**config.mk**
```make
export PLATFORM = sky130hd
export DESIGN_NAME = sincronizador_multicanal
export DESIGN_NICKNAME = d
export VERILOG_FILES = /design/src/rtl/sinc_pkg.sv /design/src/rtl/sinc_cg_clasificador.sv /design/src/rtl/sincronizador_multicanal.sv
export SDC_FILE = /design/constraint.sdc
export NUM_CORES = 1
export LEC_CHECK = 0
export BUFFER_PORTS_ARGS = -buffer_cell sky130_fd_sc_hd__clkbuf_2
export CAP_MARGIN = 20
export CORE_MARGIN = 3
export CORE_UTILIZATION = 26
export DETAILED_ROUTE_END_ITERATION = 8
export GPL_ROUTABILITY_DRIVEN = 1
export PLACE_DENSITY = 0.51
export SETUP_SLACK_MARGIN = 0.15
export SLEW_MARGIN = 30
export SYNTH_ARGS = -nofsm -noshare
export SYNTH_HDL_FRONTEND = slang
export SYNTH_HIERARCHICAL = 1
export SYNTH_SLANG_ARGS = --single-unit
export TNS_END_PERCENT = 1
```
**constraint.sdc**
```tcl
create_clock -name clk -period 8.29 [get_ports clk]
set_clock_uncertainty 0.1 [all_clocks]
set_input_delay 0.4145 -clock clk [delete_from_list [all_inputs] [get_ports clk]]
set_output_delay 0.4145 -clock clk [all_outputs]
set_load 0.005 [all_outputs]
```
**src/rtl/sinc_pkg.sv**
```systemverilog
// Shared definitions for the multi-lane 8b/10b receive synchroniser:
// one-hot sync states, comma/idle patterns and the accepted code-group table.
package sinc_pkg;

    // One-hot synchronisation states
    typedef enum logic [4:0] {
        ST_LOSS_OF_SYNC = 5'b00001,
        ST_COMMA_DETECT = 5'b00010,
        ST_ACQUIRE_SYNC = 5'b00100,
        ST_SYNC_OK      = 5'b01000,
        ST_SYNC_BAD     = 5'b10000
    } sinc_state_e;

    // Comma patterns on cg[9:3] (bit 9 is the first received bit)
    localparam logic [6:0] COMMA_PLUS  = 7'b1100000;
    localparam logic [6:0] COMMA_MINUS = 7'b0011111;

    // Idle data code-groups that complete a comma/idle pair
    localparam logic [9:0] IDLE_D5_6  = 10'b1010010110;
    localparam logic [9:0] IDLE_D16_2 = 10'b1001000101;

    localparam int CG_TABLE_SIZE = 28;

    // Accepted code-groups: D0.0..D9.0 (both disparities), D5.6, D16.2,
    // K28.5, K27.7 and K29.7 (both disparities)
    localparam logic [CG_TABLE_SIZE-1:0][9:0] CG_TABLE = {
        10'b1001110100, 10'b0110001011,   // D0.0  -/+
        10'b0111010100, 10'b1000101011,   // D1.0  -/+
        10'b1011010100, 10'b0100101011,   // D2.0  -/+
        10'b1100011011, 10'b1100010100,   // D3.0  -/+
        10'b1101010100, 10'b0010101011,   // D4.0  -/+
        10'b1010011011, 10'b1010010100,   // D5.0  -/+
        10'b0110011011, 10'b0110010100,   // D6.0  -/+
        10'b1110001011, 10'b0001110100,   // D7.0  -/+
        10'b1110010100, 10'b0001101011,   // D8.0  -/+
        10'b1001011011, 10'b1001010100,   // D9.0  -/+
        10'b1010010110,                   // D5.6
        10'b1001000101,                   // D16.2
        10'b0011111010, 10'b1100000101,   // K28.5 -/+
        10'b1101101000, 10'b0010010111,   // K27.7 -/+
        10'b1011101000, 10'b0100010111    // K29.7 -/+
    };

    // Membership test against the accepted code-group table
    function automatic logic cg_valid(input logic [9:0] cg);
        logic hit_s;
        hit_s = 1'b0;
        for (int i = 0; i < CG_TABLE_SIZE; i++) begin
            if (CG_TABLE[i] == cg) begin
                hit_s = 1'b1;
            end else begin
                hit_s = hit_s;
            end
        end
        return hit_s;
    endfunction

endpackage

```
**src/rtl/sinc_cg_clasificador.sv**
```systemverilog
// Combinational per-lane classifier: flags a 10-bit code-group as valid,
// comma and/or idle. Slot parity is applied by the lane FSM, not here.
module sinc_cg_clasificador
    import sinc_pkg::*;
#(
    parameter bit COMMA_BOTH = 1'b1
) (
    input  logic [9:0] cg,
    output logic       valid,
    output logic       comma,
    output logic       idle
);

    // Decode table membership, comma and idle for the incoming group
    always_comb begin
        valid = cg_valid(cg);
        idle  = (cg == IDLE_D5_6) || (cg == IDLE_D16_2);
        if (COMMA_BOTH) begin
            comma = (cg[9:3] == COMMA_PLUS) || (cg[9:3] == COMMA_MINUS);
        end else begin
            comma = (cg[9:3] == COMMA_PLUS);
        end
    end

endmodule

```
**src/rtl/sincronizador_multicanal.sv**
```systemverilog
// N-lane 8b/10b receive synchroniser. Each lane runs its own sync FSM with
// even/odd slot tracking; every status output is registered and aligned with
// the one-cycle-delayed code-group on rx_code_group_out.
module sincronizador_multicanal
    import sinc_pkg::*;
#(
    parameter int NUM_LANES   = 4,
    parameter int ACQ_COMMAS  = 3,
    parameter int GOOD_CGS    = 4,
    parameter int LOSS_LEVELS = 3,
    parameter bit COMMA_BOTH  = 1'b1
) (
    input  logic                    clk,
    input  logic                    RESET,
    input  logic [10*NUM_LANES-1:0] rx_code_group,
    input  logic [NUM_LANES-1:0]    lane_enable,
    output logic [10*NUM_LANES-1:0] rx_code_group_out,
    output logic [NUM_LANES-1:0]    code_status,
    output logic [NUM_LANES-1:0]    rx_even,
    output logic [NUM_LANES-1:0]    cg_invalid,
    output logic                    all_sync
);

    localparam int CC_W = $clog2(ACQ_COMMAS + 1);
    localparam int BL_W = $clog2(LOSS_LEVELS + 1);
    localparam int GC_W = $clog2(GOOD_CGS + 1);

    localparam logic [CC_W-1:0] CC_MAX  = CC_W'(ACQ_COMMAS);
    localparam logic [CC_W-1:0] CC_ONE  = CC_W'(1'b1);
    localparam logic [BL_W-1:0] BL_MAX  = BL_W'(LOSS_LEVELS);
    localparam logic [BL_W-1:0] BL_ONE  = BL_W'(1'b1);
    localparam logic [GC_W-1:0] GC_LAST = GC_W'(GOOD_CGS - 1);
    localparam logic [GC_W-1:0] GC_ONE  = GC_W'(1'b1);

    logic [NUM_LANES-1:0] cs_next_s;
    logic                 all_sync_r;

    for (genvar i = 0; i < NUM_LANES; i++) begin : g_lane
        logic [9:0]      cg_s;
        logic            valid_s;
        logic            comma_s;
        logic            idle_s;
        logic            even_slot_s;
        logic            cgbad_s;
        sinc_state_e     state_r;
        sinc_state_e     state_n;
        logic [CC_W-1:0] comma_cnt_r;
        logic [CC_W-1:0] comma_cnt_n;
        logic [BL_W-1:0] bad_lvl_r;
        logic [BL_W-1:0] bad_lvl_n;
        logic [GC_W-1:0] good_cnt_r;
        logic [GC_W-1:0] good_cnt_n;
        logic            even_r;
        logic            cs_r;
        logic            cg_inv_r;
        logic [9:0]      cg_q_r;

        assign cg_s = rx_code_group[10*i +: 10];

        sinc_cg_clasificador #(
            .COMMA_BOTH (COMMA_BOTH)
        ) u_clasificador (
            .cg    (cg_s),
            .valid (valid_s),
            .comma (comma_s),
            .idle  (idle_s)
        );

        // Slot parity, cgbad qualification and next-state/counter logic
        always_comb begin
            state_n     = state_r;
            comma_cnt_n = comma_cnt_r;
            bad_lvl_n   = bad_lvl_r;
            good_cnt_n  = good_cnt_r;

            // A comma seen while out of sync defines the even slot
            if ((state_r == ST_LOSS_OF_SYNC) && comma_s) begin
                even_slot_s = 1'b1;
            end else begin
                even_slot_s = ~even_r;
            end
            cgbad_s = ~valid_s | (comma_s & ~even_slot_s);

            case (state_r)
                ST_LOSS_OF_SYNC: begin
                    if (comma_s) begin
                        state_n     = ST_COMMA_DETECT;
                        comma_cnt_n = CC_ONE;
                    end else begin
                        comma_cnt_n = '0;
                        bad_lvl_n   = '0;
                        good_cnt_n  = '0;
                    end
                end
                ST_COMMA_DETECT: begin
                    if (idle_s && (comma_cnt_r == CC_MAX)) begin
                        state_n = ST_SYNC_OK;
                    end else if (idle_s) begin
                        state_n = ST_ACQUIRE_SYNC;
                    end else begin
                        state_n = ST_LOSS_OF_SYNC;
                    end
                end
                ST_ACQUIRE_SYNC: begin
                    if (cgbad_s) begin
                        state_n = ST_LOSS_OF_SYNC;
                    end else if (comma_s) begin
                        state_n = ST_COMMA_DETECT;
                        if (comma_cnt_r != CC_MAX) begin
                            comma_cnt_n = comma_cnt_r + CC_ONE;
                        end else begin
                            comma_cnt_n = comma_cnt_r;
                        end
                    end else begin
                        state_n = ST_ACQUIRE_SYNC;
                    end
                end
                ST_SYNC_OK: begin
                    if (cgbad_s) begin
                        state_n    = ST_SYNC_BAD;
                        bad_lvl_n  = BL_ONE;
                        good_cnt_n = '0;
                    end else begin
                        state_n = ST_SYNC_OK;
                    end
                end
                ST_SYNC_BAD: begin
                    if (cgbad_s) begin
                        good_cnt_n = '0;
                        if (bad_lvl_r == BL_MAX) begin
                            state_n   = ST_LOSS_OF_SYNC;
                            bad_lvl_n = '0;
                        end else begin
                            bad_lvl_n = bad_lvl_r + BL_ONE;
                        end
                    end else if (good_cnt_r == GC_LAST) begin
                        // A full run of good groups lowers the bad level by one
                        good_cnt_n = '0;
                        bad_lvl_n  = bad_lvl_r - BL_ONE;
                        if (bad_lvl_r == BL_ONE) begin
                            state_n = ST_SYNC_OK;
                        end else begin
                            state_n = ST_SYNC_BAD;
                        end
                    end else begin
                        good_cnt_n = good_cnt_r + GC_ONE;
                    end
                end
                default: begin
                    state_n     = ST_LOSS_OF_SYNC;
                    comma_cnt_n = '0;
                    bad_lvl_n   = '0;
                    good_cnt_n  = '0;
                end
            endcase
        end

        assign cs_next_s[i] = (state_n == ST_SYNC_OK) || (state_n == ST_SYNC_BAD);

        // Lane state, counters and registered status; disabled lanes sit in reset
        always_ff @(posedge clk) begin
            if (RESET || !lane_enable[i]) begin
                state_r     <= ST_LOSS_OF_SYNC;
                comma_cnt_r <= '0;
                bad_lvl_r   <= '0;
                good_cnt_r  <= '0;
                even_r      <= 1'b0;
                cs_r        <= 1'b0;
                cg_inv_r    <= 1'b0;
                cg_q_r      <= '0;
            end else begin
                state_r     <= state_n;
                comma_cnt_r <= comma_cnt_n;
                bad_lvl_r   <= bad_lvl_n;
                good_cnt_r  <= good_cnt_n;
                even_r      <= even_slot_s;
                cs_r        <= cs_next_s[i];
                cg_inv_r    <= cgbad_s;
                cg_q_r      <= cg_s;
            end
        end

        assign rx_code_group_out[10*i +: 10] = cg_q_r;
        assign code_status[i]                = cs_r;
        assign rx_even[i]                    = even_r;
        assign cg_invalid[i]                 = cg_inv_r;
    end

    // Aggregate sync flag over enabled lanes, aligned with code_status
    always_ff @(posedge clk) begin
        if (RESET) begin
            all_sync_r <= 1'b0;
        end else begin
            all_sync_r <= (|lane_enable) & (&(cs_next_s | ~lane_enable));
        end
    end

    assign all_sync = all_sync_r;

endmodule

```
==> metrics.md, run 1 <==
| Metric | Value |
|---|---|
| Run status | complete, no violations |
| DP Cell Count | 1178 |
| Fin crit period | 3.14 ns |
| Postcts setup bufs | 0 |
| Leakage power | 2.94 nW |
| Logic pwr share | 11.5% |
| Crit-path max cell delay | 0.59 ns |
| Most common cell after layout, fill and taps aside | dfxtp_1 |
| Multiplexer share of the synthesized area | 0.312% |
| Int Pwr | 762 uW |
| Reg2Reg Depth | 5 |
| Clock Path Buffers | 2 |
| Maximum number of pins on one net before global-route repair | 21 |
| Drt via density | 5.11 |
| CTS H-tree lvls | 3 |
| Overflow after GRT | 0 |
| Num CTS Buffers | 9 |
| HP Start | rx_code_group[22] |
| Count of different cell masters after synthesis | 71 |
| Adder-cell share of the synthesized area | 3.12% |
| Residual DRC | 0 |
| Reg2reg end | g_lane[3].bad_lvl_r[1]$_SDFFE_PP0P_ |
| Top_reg_cell synth | dfxtp_1 |
| Clock latency on the worst-skew pair | 0.36 ns |
| Sequential fraction of the synthesis area | 31.5% |
| Commonest non-fill, non-tap cells in the layout | dfxtp_1, clkbuf_2, nor2_1, nand2_1, and2_1 |
| First-iteration detailed-routing DRC count | 492 |
| Area grow syn2layout | 14.3% |
| Num ports | 99 |
| PortBufs | 98 |
| Sw frac | 28.0% |
| Layout cells sized above 1 | 16.0% |
| Hold_buf cts | 0 |
| Post-DRT Antenna Nets | 0 |
| RSZ-0062 raised after global routing | false |
| F_max | 0.319 GHz |
| Post-synthesis simple-gate area fraction | 35.3% |
| Clock Power Share | 41.3% |
| Tcrit/Tclk final | 37.8% |
| Die area | 0.0266 mm2 |
| Pins Over Slew Limit | 0 |
| Reg power frac | 47.2% |
| Crit path max fanout | 10 |
| Final non-filler cell total | 1194 |
| Reg clk slew, reported paths | 0.07 ns |
| Slowest cell on the critical path | or4b_4 |
| Xor-xnor portion of the synthesized cell area | 2.19% |
| Die Wd | 163 um |
| CP dominant cell by count | a31oi_1 |
| TritonRoute pass-1 iters | 6 |
| Worst Setup SP | rx_code_group[20] |
| Cells after Synth | 818 |
| Worst VDD drop | 0.0947 mV |
| Die H | 163 um |
| Vias in the first global route | 5579 |
| Hold Crit Class | in -> reg |
| Syn Nets | 880 |
| First-pass GRT wire length | 27600 um |
| CP required | 8.47 ns |
| Critical path type | in -> reg |
| Core ar. | 0.0238 mm2 |
| Setup crit start kind | input port |
| Max-slew headroom | 45.7% |
| RePlAce Congestion | 0.836 |
| Num Clock Sinks | 101 |
| Resize count post-CTS | 0 |
| Post-synthesis compound-gate area fraction | 20.7% |
| Largest family of logic cells by synthesized area | simple AND/OR/NAND/NOR gates |
| Crit-path cells | clkbuf_2 > or4b_4 > a211oi_2 > a31oi_1 > a32o_1 > nand3_2 > a21boi_1 > a41o_1 > a31oi_1 > or4b_1 > a21oi_1 |
| Critical path arrival | 3.32 ns |
| Synth Cell Area | 0.00641 mm2 |
| Final Core Density | 30.8% |
| Setup TNS Final | 0 ns |
| Synth Area per Inst | 7.84 um2 |
| Diode count | 0 |
| Synth warn | 6 |
| Net load switching power | 296 uW |
| Reg2reg start | g_lane[3].state_r[4]$_SDFF_PP0_ |
| DP Wirelength | 12300 um |
| Final Setup Violations | 0 |
| PwrDens | 144 mW/mm2 |
| Asr flop ratio synth | 0% |
| CTS Root Cell | clkbuf_16 |
| Endpoint class of the critical path | flip-flop |
| Antenna violations before repair | 1 |
| Tightest Pin Transition | 0.808 ns |
| Setup crit end | g_lane[2].comma_cnt_r[1]$_SDFFE_PP0P_ |
| Max_cap viols | 0 |
| Final wirelength | 16900 um |
| Row count | 56 |
| Hold Vio Cnt, Final | 0 |
| Yosys reg bits | 101 |
| Final nets | 932 |
| Vias | 6105 |
| TritonCTS clock tree | built |
| Initial Util | 26.9% |
| Gr usage total | 12.5% |
| Hold WS | 0.221 ns |
| R2R Setup Slk | 6.08 ns |
| Post-synth EDFFs | 0 |
| Routed len/inst | 14.1 um |
[critical path: cells and delay by family]
kind	cells	cell delay, ns
AOI/OAI and AO/OA	7	1.56
buffers and inverters	1	0.15
and+or+nand+nor	3	1.18
[registers in the layout, indices dropped and copies added (netlist names)]
| register | cells |
|---|---|
| g_lane.cg_q_r | 40 |
| g_lane.bad_lvl_r | 8 |
| g_lane.cs_r | 4 |
| g_lane.good_cnt_r | 12 |
| g_lane.cg_inv_r | 4 |
| g_lane.comma_cnt_r | 8 |
| all_sync | 1 |
| g_lane.even_r | 4 |
| g_lane.state_r | 20 |
[through the flow]
| stage | worst slack (ns) | instance area [um2] | total power [mW] |
|---|---|---|---|
| after floorplan | 5.14 | 6410 | 0.593 |
| after global placement | 4.89 | 7010 | 0.634 |
| after detailed placement | 4.80 | 7010 | 0.633 |
| after CTS | 5.18 | 7320 | 1.08 |
| after global routing | 4.97 | 7330 | 1.11 |
| final | 5.15 | 7330 | 1.06 |
[synthesized netlist by cell type (all sizes together), types with 3 or more instances]
library cell	number	area (um2)
xor2	7	61.3
or2	5	31.3
a21boi	3	22.5
o311ai	3	26.3
ha	16	200
a2111oi	6	58.8
and3	18	113
a211o	4	35.0
o21a	4	30.0
nand3	24	140
a221oi	6	52.6
o2111ai	8	70.1
o41ai	6	52.6
nor3b	3	22.5
nand3b	14	105
and3b	5	43.8
buf	30	200
nand2b	31	194
nand2	55	206
or4b	5	65.1
nand4b	14	123
o21ai	42	210
a31oi	13	81.3
nor2	81	309
inv	33	124
nor3	30	150
nand4	15	93.8
o22ai	11	68.8
and2	44	275
nor2b	26	163
a211oi	7	72.6
o31ai	11	82.6
a32o	10	100
xnor2	9	78.8
a22oi	3	22.5
nor4b	5	43.8
dfxtp	101	2020
o211a	4	40.0
nor4	15	93.8
nor4bb	4	40.0
clkbuf	30	113
or3	6	37.5
a21oi	30	150
[per-layer routing]
metal  GRT usage (%)  part of all wire [%]  up-vias  routed length [um]
li1                -                     -     3084                   -
met1            16.6                    48     2856                8100
met2            20.3                    46      146                7780
met3            2.74                   4.6       17                 785
met4            3.73                   1.3        2                 214
met5               0                 0.077        -                  13
[power groups by stage]
stage	Combinational (mW)	Sequential, mW	Clock (mW)
floorplan	0.0813	0.511	0
global placement	0.123	0.511	0
detailed placement	0.122	0.511	0
CTS	0.122	0.500	0.458
global route	0.135	0.501	0.474
finish	0.122	0.500	0.437
[final cells by class]
type	instances	area [um2]
fill	2556	16500
multi-input combinational	624	3970
sequential	101	2020
tap	319	399
inverter	33	124
clock inverter	6	63.8
clock buffer	10	239
timing repair buffer	101	513
[cells by family (layout without fill, tap and decap cells)]
kind of cell / Yosys count / in the layout
XOR/XNOR: 16 / 16
AND/OR/NAND/NOR: 402 / 402
multiplexers: 2 / 2
adder cells (fa/ha/maj): 16 / 16
buffers and inverters: 93 / 150
AO/OA/AOI/OAI: 188 / 188
flip-flops: 101 / 101
[worst min-delay path by stage]
stage | end | slack (ns) | depth (start not counted)
after floorplan | g_lane[2].good_cnt_r[2]$_SDFFE_PP0P_ | 0.35 | 1
after global placement | g_lane[1].good_cnt_r[2]$_SDFFE_PP0P_ | 0.36 | 1
after detailed placement | g_lane[1].good_cnt_r[2]$_SDFFE_PP0P_ | 0.36 | 1
after CTS | g_lane[0].cg_q_r[2]$_SDFF_PP0_ | 0.21 | 2
after global routing | g_lane[3].cg_q_r[2]$_SDFF_PP0_ | 0.21 | 2
final | g_lane[2].cg_q_r[2]$_SDFF_PP0_ | 0.22 | 2
Power figures use the tool's default switching activity.
==> run 2: changes to the inputs <==
PLACE_DENSITY = 0.52   (was 0.51)
clock period = 2.8 ns   (was 8.29 ns; I/O delays follow)
==> metrics.md, run 2 (synthesis gave the netlist of run 1 again) <==
| Metric | Value |
|---|---|
| Run status | complete, no violations |
| Most common cell after layout, fill and taps aside | dfxtp_1 |
| Leakage power | 3.26 nW (+11%) |
| Drt via density | 5.10 (-0.33%) |
| PortBufs | 98 (unchanged) |
| First-pass GRT wire length | 29400 um (+6.7%) |
| Maximum number of pins on one net before global-route repair | 21 (unchanged) |
| CTS H-tree lvls | 3 (unchanged) |
| Die H | 163 um (unchanged) |
| Endpoint class of the critical path | flip-flop |
| CTS Root Cell | clkbuf_16 |
| Overflow after GRT | 0 (unchanged) |
| TritonCTS clock tree | built |
| Reg clk slew, reported paths | 0.07 ns (about the same) |
| Top Registers | g_lane.cg_q_r x40, g_lane.state_r x20, g_lane.good_cnt_r x12 |
| Num Clock Sinks | 101 (unchanged) |
| Int Pwr | 2.41 mW (+220%) |
| Logic pwr share | 13.5% (+2.0 points) |
| Die area | 0.0266 mm2 (unchanged) |
| Final Core Density | 33.1% (+2.3 points) |
| Core ar. | 0.0238 mm2 (unchanged) |
| Num ports | 99 (unchanged) |
| DP Cell Count | 1226 (+4.1%) |
| DP Wirelength | 13000 um (+5.5%) |
| Number of flip-flops under the largest register name | 40 (unchanged) |
| Design area | 0.00788 mm2 (+7.5%) |
| Tcrit/Tclk final | 87.3% |
| F_max | 0.409 GHz |
| Crit path max fanout | 6 (-4) |
| Area grow syn2layout | 22.9% |
| PwrDens | 410 mW/mm2 (+180%) |
| Diode count | 0 (unchanged) |
| Hold Vio Cnt, Final | 0 (unchanged) |
| Fill count | 2548 (-0.31%) |
| Worst VDD drop | 0.228 mV (+140%) |
| Die Wd | 163 um (unchanged) |
| Area of the multi-input gates | 0.00398 mm2 (+0.35%) |
| Final nets | 996 (+6.9%) |
| Largest Register | g_lane.cg_q_r |
| Final non-filler cell total | 1258 (+5.4%) |
| RePlAce Congestion | 0.873 (+4.4%) |
| Vias | 6411 (+5.0%) |
| Layout cells sized above 1 | 19.9% (+3.9 points) |
| Setup crit start kind | input port |
| Tightest Pin Transition | 0.690 ns (-0.118 ns) |
| RSZ-0062 raised after global routing | false |
| Clock latency on the worst-skew pair | 0.35 ns (about the same) |
| Post-DRT Antenna Nets | 0 (unchanged) |
| Routed len/inst | 14.0 um (-1.3%) |
| Hold Crit Class | in -> reg |
| Reg power frac | 45.8% (-1.4 points) |
| Final Setup Violations | 0 (unchanged) |
| Num CTS Buffers | 9 (unchanged) |
| Register area | 0.00202 mm2 (unchanged) |
| TritonRoute pass-1 iters | 5 (-1) |
| Vias in the first global route | 6046 (+8.4%) |
| Commonest non-fill, non-tap cells in the layout | dfxtp_1, clkbuf_2, nor2_1, nand2_1, buf_4 |
| Postcts setup bufs | 0 (unchanged) |
| Initial Util | 26.9% (unchanged) |
| First-iteration detailed-routing DRC count | 391 (-21%) |
| Clock Power Share | 40.6% (-0.7 points) |
| Sw frac | 25.5% (-2.5 points) |
| Critical path arrival | 2.63 ns (-0.69 ns) |
| Residual DRC | 0 (unchanged) |
| Max_cap viols | 0 (unchanged) |
| CP required | 2.98 ns (-5.49 ns) |
| Pins Over Slew Limit | 0 (unchanged) |
| Gr usage total | 13.2% (+0.74 points) |
| Final wirelength | 17600 um (+4.0%) |
| Fin crit period | 2.45 ns |
| Max-slew headroom | 53.7% (+8.0 points) |
| Placed Area | 0.00741 mm2 (+5.6%) |
| Critical path type | in -> reg |
| Row count | 56 (unchanged) |
| Setup TNS Final | 0 ns (unchanged) |
| Antenna violations before repair | 0 (-1) |
| Net load switching power | 825 uW (+180%) |
| Clock Path Buffers | 2 (unchanged) |
run 2: layout make-up:
class | instances | area share [%]
multi-input combinational | 624 | 50.6
sequential | 101 | 25.7
timing repair buffer | 165 | 13.3
tap | 319 | 5.07
clock buffer | 13 | 3.30
inverter | 33 | 1.57
clock inverter | 3 | 0.556
run 2: repair_timing:
action                                  in CTS  in global routing
resized for setup                            0                  2
endpoints found under the setup margin       0                  1
hold buffers                                16                  0
hold endpoints to repair                    16                  0
run 2: critical path: stages:
cell and delay, ns:
clkbuf_2 0.14, or2_2 0.33, o41ai_1 0.39, o21ai_0 0.14
a32o_1 0.28, nand3_2 0.08, a21boi_4 0.18, a41o_1 0.18
a31oi_2 0.11, or4b_1 0.51, a21oi_1 0.13
run 2: layer usage:
metal | global-route usage (%) | wire [um]
met5 | 0 | 0
met4 | 4.08 | 253
met3 | 2.54 | 915
met2 | 21.8 | 8190
met1 | 17.4 | 8210
run 2: power groups by stage:
stage          Clock (mW)  Sequential (mW)  Combinational (mW)
5_1_grt              1.43             1.48               0.484
3_5_place_dp            0             1.51               0.420
4_1_cts              1.38             1.48               0.438
6_report             1.31             1.48               0.438
3_3_place_gp            0             1.51               0.421
2_1_floorplan           0             1.51               0.243
run 2: final timing paths:
| kind | from | endpoint | slack, ns | cells past startpoint |
|---|---|---|---|---|
| worst max-delay path | rx_code_group[27] | g_lane[2].comma_cnt_r[1]$_SDFFE_PP0P_ | 0.35 | 11 |
| worst min-delay path | rx_code_group[6] | g_lane[0].cg_q_r[6]$_SDFF_PP0_ | 0.03 | 2 |
| worst max register to register | g_lane[1].state_r[0]$_SDFF_PP1_ | g_lane[1].bad_lvl_r[1]$_SDFFE_PP0P_ | 0.66 | 5 |
| worst min register to register | g_lane[3].good_cnt_r[2]$_SDFFE_PP0P_ | g_lane[3].good_cnt_r[2]$_SDFFE_PP0P_ | 0.36 | 1 |
run 2: metrics by stage:
step | hold slack [ns] | worst slack, ns | power (mW)
finish | 0.0251 | 0.355 | 3.23
global placement | 0.299 | 0.0260 | 1.93
floorplan | 0.162 | 0.0863 | 1.76
CTS | 0.00846 | 0.356 | 3.30
global route | 0.0459 | 0.186 | 3.40
detailed placement | 0.298 | -0.0171 | 1.93
